File: src/rtl/ghpcll_rnd_pkg.sv
// Shared constants, state encoding and LFSR helpers for the GHPC-LL randomness feeder.
package ghpcll_rnd_pkg;

    localparam int unsigned LFSR_W = 80;
    localparam int unsigned TAP_A  = 79;
    localparam int unsigned TAP_B  = 78;
    localparam int unsigned TAP_C  = 42;
    localparam int unsigned TAP_D  = 41;

    typedef enum logic [1:0] {StIdle, StWarmup, StRun} feeder_state_e;

    // One Fibonacci step; the feedback bit enters at bit 0.
    function automatic logic [LFSR_W-1:0] lfsr_step(input logic [LFSR_W-1:0] s);
        logic fb;
        fb = s[TAP_A] ^ s[TAP_B] ^ s[TAP_C] ^ s[TAP_D];
        return {s[LFSR_W-2:0], fb};
    endfunction

    // Returns {next_state, word}; word bit i is the feedback of step i, bits >= n are zero.
    function automatic logic [2*LFSR_W-1:0] lfsr_word(input logic [LFSR_W-1:0] state,
                                                       input int unsigned n);
        logic [LFSR_W-1:0] s;
        logic [LFSR_W-1:0] w;
        s = state;
        w = '0;
        for (int i = 0; i < int'(LFSR_W); i++) begin
            if (i < int'(n)) begin
                s    = lfsr_step(s);
                w[i] = s[0];
            end
        end
        return {s, w};
    endfunction

endpackage

File: src/rtl/ghpcll_lfsr_step.sv
// Combinational RND_W-step unrolled update of the 80-bit feeder LFSR.
module ghpcll_lfsr_step
    import ghpcll_rnd_pkg::*;
#(
    parameter int unsigned RND_W = 16
) (
    input  logic [LFSR_W-1:0] state,
    output logic [LFSR_W-1:0] next_state,
    output logic [RND_W-1:0]  word
);

    logic [LFSR_W-1:0] chain [0:RND_W];

    assign chain[0] = state;

    for (genvar i = 0; i < RND_W; i++) begin : g_step
        assign chain[i+1] = lfsr_step(chain[i]);
        assign word[i]    = chain[i+1][0];
    end

    assign next_state = chain[RND_W];

endmodule

File: src/rtl/ghpcll_rnd_feeder.sv
// Fresh-randomness feeder for the masked AND gadgets: seeded LFSR, warm-up, valid/ready output.
// Optional saturating word counter with reseed_req output when GHPCLL_RND_RESEED_REQ_EN is defined.
module ghpcll_rnd_feeder
    import ghpcll_rnd_pkg::*;
#(
    parameter int unsigned N_AND  = 4,
    localparam int unsigned RND_W = 4 * N_AND,
    parameter int unsigned WARMUP = 8
`ifdef GHPCLL_RND_RESEED_REQ_EN
    ,
    parameter int unsigned RESEED_LIMIT = 2**20
`endif
) (
    input  logic              clk,
    input  logic              syn_rst,
    input  logic [LFSR_W-1:0] seed,
    input  logic              seed_valid,
    output logic              seed_ready,
    output logic [RND_W-1:0]  rnd_out,
    output logic              rnd_valid,
    input  logic              rnd_ready,
`ifdef GHPCLL_RND_RESEED_REQ_EN
    output logic              reseed_req,
`endif
    output logic              busy
);

    localparam int unsigned CNT_W = $clog2(WARMUP + 1);

    feeder_state_e     state;
    logic [LFSR_W-1:0] s;
    logic [CNT_W-1:0]  warm_cnt;
    logic              seed_acc;
    logic [LFSR_W-1:0] step_in;
    logic [LFSR_W-1:0] step_next;
    logic [RND_W-1:0]  step_word;

    assign seed_acc = seed_valid & seed_ready;

    // The seed-load edge already produces the first discarded word, so exactly WARMUP
    // words are thrown away and the word shown when rnd_valid rises is word number WARMUP.
    assign step_in = !seed_acc       ? s :
                     (seed == '0)    ? LFSR_W'(1) : seed;

    ghpcll_lfsr_step #(
        .RND_W(RND_W)
    ) u_step (
        .state     (step_in),
        .next_state(step_next),
        .word      (step_word)
    );

    always_ff @(posedge clk) begin
        if (syn_rst) begin
            state      <= StIdle;
            s          <= '0;
            rnd_out    <= '0;
            rnd_valid  <= 1'b0;
            busy       <= 1'b0;
            warm_cnt   <= '0;
            seed_ready <= 1'b1;
        end else if (seed_acc) begin
            state      <= StWarmup;
            s          <= step_next;
            rnd_out    <= step_word;
            rnd_valid  <= 1'b0;
            busy       <= 1'b1;
            warm_cnt   <= CNT_W'(WARMUP);
            seed_ready <= 1'b0;
        end else begin
            case (state)
                StWarmup: begin
                    s        <= step_next;
                    rnd_out  <= step_word;
                    warm_cnt <= warm_cnt - CNT_W'(1);
                    if (warm_cnt == CNT_W'(1)) begin
                        state      <= StRun;
                        rnd_valid  <= 1'b1;
                        busy       <= 1'b0;
                        seed_ready <= 1'b1;
                    end
                end
                StRun: begin
                    if (rnd_ready) begin
                        s       <= step_next;
                        rnd_out <= step_word;
                    end
                end
                default: ;
            endcase
        end
    end

`ifdef GHPCLL_RND_RESEED_REQ_EN
    logic [31:0] word_cnt;

    always_ff @(posedge clk) begin
        if (syn_rst || seed_acc) begin
            word_cnt <= '0;
        end else if (rnd_valid && rnd_ready && (word_cnt != '1)) begin
            word_cnt <= word_cnt + 32'd1;
        end
    end

    assign reseed_req = (word_cnt >= RESEED_LIMIT);
`endif

endmodule

File: config.mk
export PLATFORM = sky130hd
export DESIGN_NAME = ghpcll_rnd_feeder
export DESIGN_NICKNAME = d
export VERILOG_FILES = /design/src/rtl/ghpcll_rnd_pkg.sv /design/src/rtl/ghpcll_lfsr_step.sv /design/src/rtl/ghpcll_rnd_feeder.sv
export SDC_FILE = /design/constraint.sdc
export NUM_CORES = 1
export LEC_CHECK = 0
export BUFFER_PORTS_ARGS = -buffer_cell sky130_fd_sc_hd__buf_2
export CAP_MARGIN = 20
export CORE_UTILIZATION = 58
export CTS_BUF_LIST = sky130_fd_sc_hd__clkbuf_4 sky130_fd_sc_hd__clkbuf_8
export DETAILED_ROUTE_END_ITERATION = 12
export GPL_TIMING_DRIVEN = 0
export PLACE_DENSITY = 0.83
export SKIP_LAST_GASP = 1
export SLEW_MARGIN = 20
export SYNTH_ARGS = -nofsm -noshare
export SYNTH_HDL_FRONTEND = slang
export SYNTH_SLANG_ARGS = --single-unit
File: constraint.sdc
create_clock -name clk -period 1.79 [get_ports clk]
set_input_delay 0.0895 -clock clk [delete_from_list [all_inputs] [get_ports clk]]
set_output_delay 0.0895 -clock clk [all_outputs]
set_load 0.005 [all_outputs]
Word level (Yosys, flattened, before mapping). Cells that the tools add are included.

Register bits: 104. Bits in latches: 0. RAM bits: 0. Memory bits (read-only): 0. Bits of input ports: 84. Output and inout bits: 19. Word-level logic and storage cells: 89. Memories kept: 0.

Add/sub/neg operators: 1. Multipliers: 0. Div/mod/pow operators: 0. Order comparisons: 0. Equality and inequality tests: 4. Shifts and indexed selects: 0. Mux-type cells: 19. Bitwise logic cells: 49. Reduce and logical (&&, ||, !) cells: 8.

Operators by type and width (count): $mux W80 (4); $pmux W80 S2 (1); $logic_not A80 Y1 (1); $xor A1 B1 Y1 (48); $mux W16 (2); $pmux W16 S2 (1); $mux W1 (9); $mux W4 (2); $reduce_and A2 Y1 (3); $eq A4 B1 Y1 const B (1); $reduce_bool A2 Y1 (2); $sub A4 B1 Y4 const B (1); $ne A3 B3 Y1 const B (1); $reduce_bool A3 Y1 (1); $eq A2 B1 Y1 const B (1); $eq A2 B2 Y1 const B (1); $reduce_or A2 Y1 (1); $and A1 B1 Y1 (1).

Longest topological paths before layout.
Word-level depth: 9. Mapped depth: 8.

Hierarchy. A second synthesis with hierarchy kept.

Cell total of the unflattened synthesis: 682. Area, all modules: 5627.9 um^2.

By module, submodules not included: ghpcll_rnd_feeder (instances 1, cells each 569, area an instance 4738.3 um^2, seq. area each 2062.0 um^2); ghpcll_lfsr_step (instances 1, cells each 113, area an instance 889.6 um^2, seq. area each 0.0 um^2).

Least setup slack after synthesis. No wires, ideal clock.

Path type: register -> register. From: register seed_ready. To: register s[64]. Library setup time: 147 ps. Arrival: 1526 ps. Setup slack: 118 ps. Stages on the path, launching flop included: 9. Buffers on the path: 4. Clock period less this slack: 1672 ps. Path through: dfxtp_1 > and2_1 > buf_2 > or3_1 > buf_2 > buf_6 > buf_2 > nor2_1 > a311oi_2.

Word-level cells in the longest chain between the ends: 5. Elaborated cells on any way between the ends: 8. Classes of those cells: 1 x eq/ne; 4 x mux; 1 x bitwise; 2 x reduce/logical.

Ends and longest elaborated chain: start, declared (line ghpcll_rnd_feeder.sv:18) `output logic seed_ready,`; start signal, assigned (line ghpcll_rnd_feeder.sv:61) `seed_ready <= 1'b1;`; start signal, assigned (line ghpcll_rnd_feeder.sv:69) `seed_ready <= 1'b0;`; start signal, assigned (line ghpcll_rnd_feeder.sv:80) `seed_ready <= 1'b1;`; $and A1 B1 Y1 (*) (line ghpcll_rnd_feeder.sv:38) `assign seed_acc = seed_valid & seed_ready;`; $mux W80 (line ghpcll_rnd_feeder.sv:42) `assign step_in = !seed_acc ? s :`; $mux W80 (line ghpcll_rnd_feeder.sv:84) `if (rnd_ready) begin`; $pmux W80 S2 (line ghpcll_rnd_feeder.sv:71) `case (state)`; $mux W80 (line ghpcll_rnd_feeder.sv:62) `end else if (seed_acc) begin`; end signal, assigned (line ghpcll_rnd_feeder.sv:64) `s <= step_next;`; end signal, assigned (line ghpcll_rnd_feeder.sv:73) `s <= step_next;`; end signal, assigned (line ghpcll_rnd_feeder.sv:85) `s <= step_next;`; end, declared (line ghpcll_rnd_feeder.sv:31) `logic [LFSR_W-1:0] s;`.

Every way passes the cells marked *; elsewhere a longest branch is shown, timed or not. The select of a mux whose other input is x is not followed. A chain may end at the register's enable or synchronous reset.

Worst setup path after layout.
From: register seed_ready. To: register rnd_out[10].

Word-level cells in the longest chain between the ends: 8. Elaborated cells on any way between the ends: 11. Classes of those cells: 1 x eq/ne; 4 x mux; 4 x bitwise; 2 x reduce/logical.

Ends and longest elaborated chain: $and A1 B1 Y1 (*) (line ghpcll_rnd_feeder.sv:38); $mux W80 (line ghpcll_rnd_feeder.sv:42); $xor A1 B1 Y1 (3 in a row) (line ghpcll_rnd_pkg.sv:15) `fb = s[TAP_A] ^ s[TAP_B] ^ s[TAP_C] ^ s[TAP_D];`; $mux W16 (line ghpcll_rnd_feeder.sv:84); $pmux W16 S2 (line ghpcll_rnd_feeder.sv:71); $mux W16 (line ghpcll_rnd_feeder.sv:62); end signal, assigned (line ghpcll_rnd_feeder.sv:65) `rnd_out <= step_word;`; end signal, assigned (line ghpcll_rnd_feeder.sv:74) `rnd_out <= step_word;`; end signal, assigned (line ghpcll_rnd_feeder.sv:86) `rnd_out <= step_word;`; end, declared (line ghpcll_rnd_feeder.sv:19) `output logic [RND_W-1:0] rnd_out,`.

Marked as above.

==> impl_metrics.yaml <==
clock_network:
  tritoncts: "built"
  cts_root_buffer: "clkbuf_8"
  cts_max_path_buffers: 2
  clkLatencyLatePin_ns: 0.38
  cts_made_buffers: 9
  htree_levels: 3
  clkTransAtPathRegs_ns: 0.10
  clock_sinks: 87
placed_design:
  post_dp_cell_area_um2: 5850
  hpwl_mm: 13.0
  portBuffers: 101
  placed_cells: 788
  place_worst_setup_slack_ns: -0.275
  place_congestion: 1.03
pwr:
  intPower_mw: 3.68
  clkPwrFrac_pct: 24.7
  ir_drop_uv: 675
  power_leakage_nw: 2.57
  totalPowerFinal_mw: 5.82
  share_comb_of_total_power_pct: 33.5
  switching_share_pct: 36.8
  p_per_area_nw_per_um2: 945
  switchingPower_mw: 2.14
  seqPwrFrac_pct: 41.9
timing:
  worst_slack_ns: 0.0150
  relSlewSlack_pct: 45.7
  fin_skew_ns: 0.0132
  clock.fmax_mhz: 563
  rsz0062_at_grt: "true"
  period_share_pct: 99.2
  hold_ws_ns: 0.00273
  maxSlewViolCount: 0
  final-hold-violation-count: 0
  post-route-min-period_ns: 1.78
  setup_viol: 0
  worstMarginPinSlew_ns: 0.814
detailed_routing:
  drt-initial-drc-count: 326
  antenna_left: 0
  drc_errors: 0
  vias: 4864
  dr.pass1.iters: 7
  viasPerCell: 6.05
  post_drt_wl_per_cell_um: 20.7
  routed_wl_mm: 16.7
floorplan:
  die_y_um: 96.8
  coreArea_um2: 8720
  num_rows: 34
  start_util_pct: 59.8
  dieWidth_um: 96.8
  ios: 103
  die_area_um2: 9370
final_layout:
  layout.nets: 778
  drive_gt1_share_pct: 37.8
  antenna_cells: 0
  mostFrequentLayoutCells: "nand2_1 (127), buf_2 (105), dfxtp_1 (84)"
  design_area_um2: 6160
  final_common_cell: "nand2_1"
  stdcell_count: 804
  syn2layout_area_growth_pct: 18.1
synthesis:
  ys_seq_area_share_pct: 33.4
  ys_ff_latch: 87
  yosysWarnings: 0
  synthCells: 579
  synth_area_per_cell_um2: 9.00
  syn_area_um2: 5210
  ys_types: 32
  syn_nets: 665
worst_setup_path:
  critPathLaunchType: "flip-flop"
  path_class: "flip-flop to flip-flop"
  cp.required_ns: 2.03
  worst-endpoint-arrival_ns: 2.02
  cp-end-kind: "flip-flop"
  path_max_fanout: 10
job:
  maxCapViolations: 0
grt:
  grt_usage_pct: 36.1
  grt_max_degree: 16
  grt_pass1_wl_mm: 26.0
  antenna_found_initial: 0
  grt_pass1_vias: 4812
  gr-total-overflow: 0
worst_hold_path:
  hp-class: "input pin to flip-flop"
status:
  status: "completed"
==> through the flow <==
stage          utilization, %  TNS, ns
6_report                 70.6        0
5_1_grt                  70.6  -0.0229
4_1_cts                  69.8        0
3_5_place_dp             67.1   -13.28
3_3_place_gp             67.1    -9.22
2_1_floorplan               -        0
==> area by class of cell <==
type	count	area, µm²
Sequential cell	87	1750
Clock buffer	9	124
Inverter	2	7.51
Multi-Input combinational cell	429	3140
Tap cell	108	135
Timing Repair Buffer	103	523
Clock inverter	6	70.1
Buffer	60	407
Fill cell	690	2560
==> what timing repair did <==
item,in CTS,in global routing
endpoints found under the setup margin,80,60
gates resized for setup,22,26
hold buffers,0,1
hold endpoints to repair,0,1
buffers inserted,0,1
pin swaps,0,2
==> registers in the layout, indices dropped and copies added, names as in the netlist <==
register	count
s	65
seed_ready	1
warm_cnt	4
rnd_out	15
state	2
==> worst paths after layout <==
path | depth (start not counted) | slack (ns) | to | startpoint
setup / recovery | 5 | 0.01 | rnd_out[10] | seed_ready
hold / removal | 3 | 0.003 | s[69] | seed[53]
setup reg to reg | 5 | 0.01 | rnd_out[10] | seed_ready
hold reg to reg | 2 | 0.51 | s[62] | s[46]
==> synth_stat cells (all sizes together) <==
| library cell | n | area, µm² |
|---|---|---|
| a2111oi | 1 | 8.76 |
| a211oi | 16 | 200 |
| a21oi | 2 | 10.0 |
| a311oi | 63 | 946 |
| and2 | 1 | 6.26 |
| and3b | 1 | 8.76 |
| buf | 36 | 274 |
| clkbuf | 25 | 93.8 |
| dfxtp | 87 | 1740 |
| ha | 2 | 25.0 |
| inv | 2 | 7.51 |
| mux2 | 1 | 11.3 |
| mux2i | 25 | 250 |
| nand2 | 128 | 483 |
| nand2b | 3 | 18.8 |
| nand4 | 4 | 25.0 |
| nor2 | 83 | 312 |
| nor2b | 1 | 6.26 |
| nor3 | 4 | 20.0 |
| nor4 | 21 | 131 |
| nor4b | 1 | 8.76 |
| o2111ai | 1 | 8.76 |
| o21ai | 1 | 5.00 |
| o2bb2ai | 1 | 8.76 |
| o311ai | 1 | 8.76 |
| or3 | 1 | 6.26 |
| xnor2 | 18 | 158 |
| xor2 | 49 | 429 |
==> per-layer routing <==
layer / vias up / GRT usage (%) / routed length (µm)
li1: 2244 / - / -
met1: 2331 / 45.2 / 6920
met2: 239 / 56.4 / 7510
met3: 50 / 10.1 / 1480
met4: 0 / 18.7 / 745
met5: - / 0 / 0
==> worst max-delay path: stages, from the launching register on <==
cell	delay [ns]
dfxtp_2	0.35
nand2_2	0.23
buf_2	0.37
mux2i_1	0.14
xnor2_1	0.42
a211oi_2	0.13
==> logic make-up (layout without fill, tap and decap cells) <==
| logic type | after synthesis | in the layout | synth area share (%) |
|---|---|---|---|
| adders and majority gates | 2 | 2 | 0.480 |
| xor gates and xnor gates | 67 | 67 | 11.3 |
| muxes | 26 | 26 | 5.02 |
| AOI/OAI and AO/OA | 86 | 86 | 22.9 |
| and+or+nand+nor | 248 | 248 | 19.7 |
| buffers and inverters | 63 | 180 | 7.20 |
| DFF | 87 | 87 | 33.4 |
==> power by group through the flow <==
| stage | combinational [mW] | sequential (mW) | clock, mW |
|---|---|---|---|
| 2_1_floorplan | 1.32 | 2.37 | 0 |
| 3_3_place_gp | 1.81 | 2.45 | 0 |
| 3_5_place_dp | 1.86 | 2.46 | 0 |
| 4_1_cts | 1.89 | 2.42 | 1.43 |
| 5_1_grt | 2.08 | 2.46 | 1.52 |
| 6_report | 1.95 | 2.44 | 1.44 |
(Power assumes the default switching activity.)
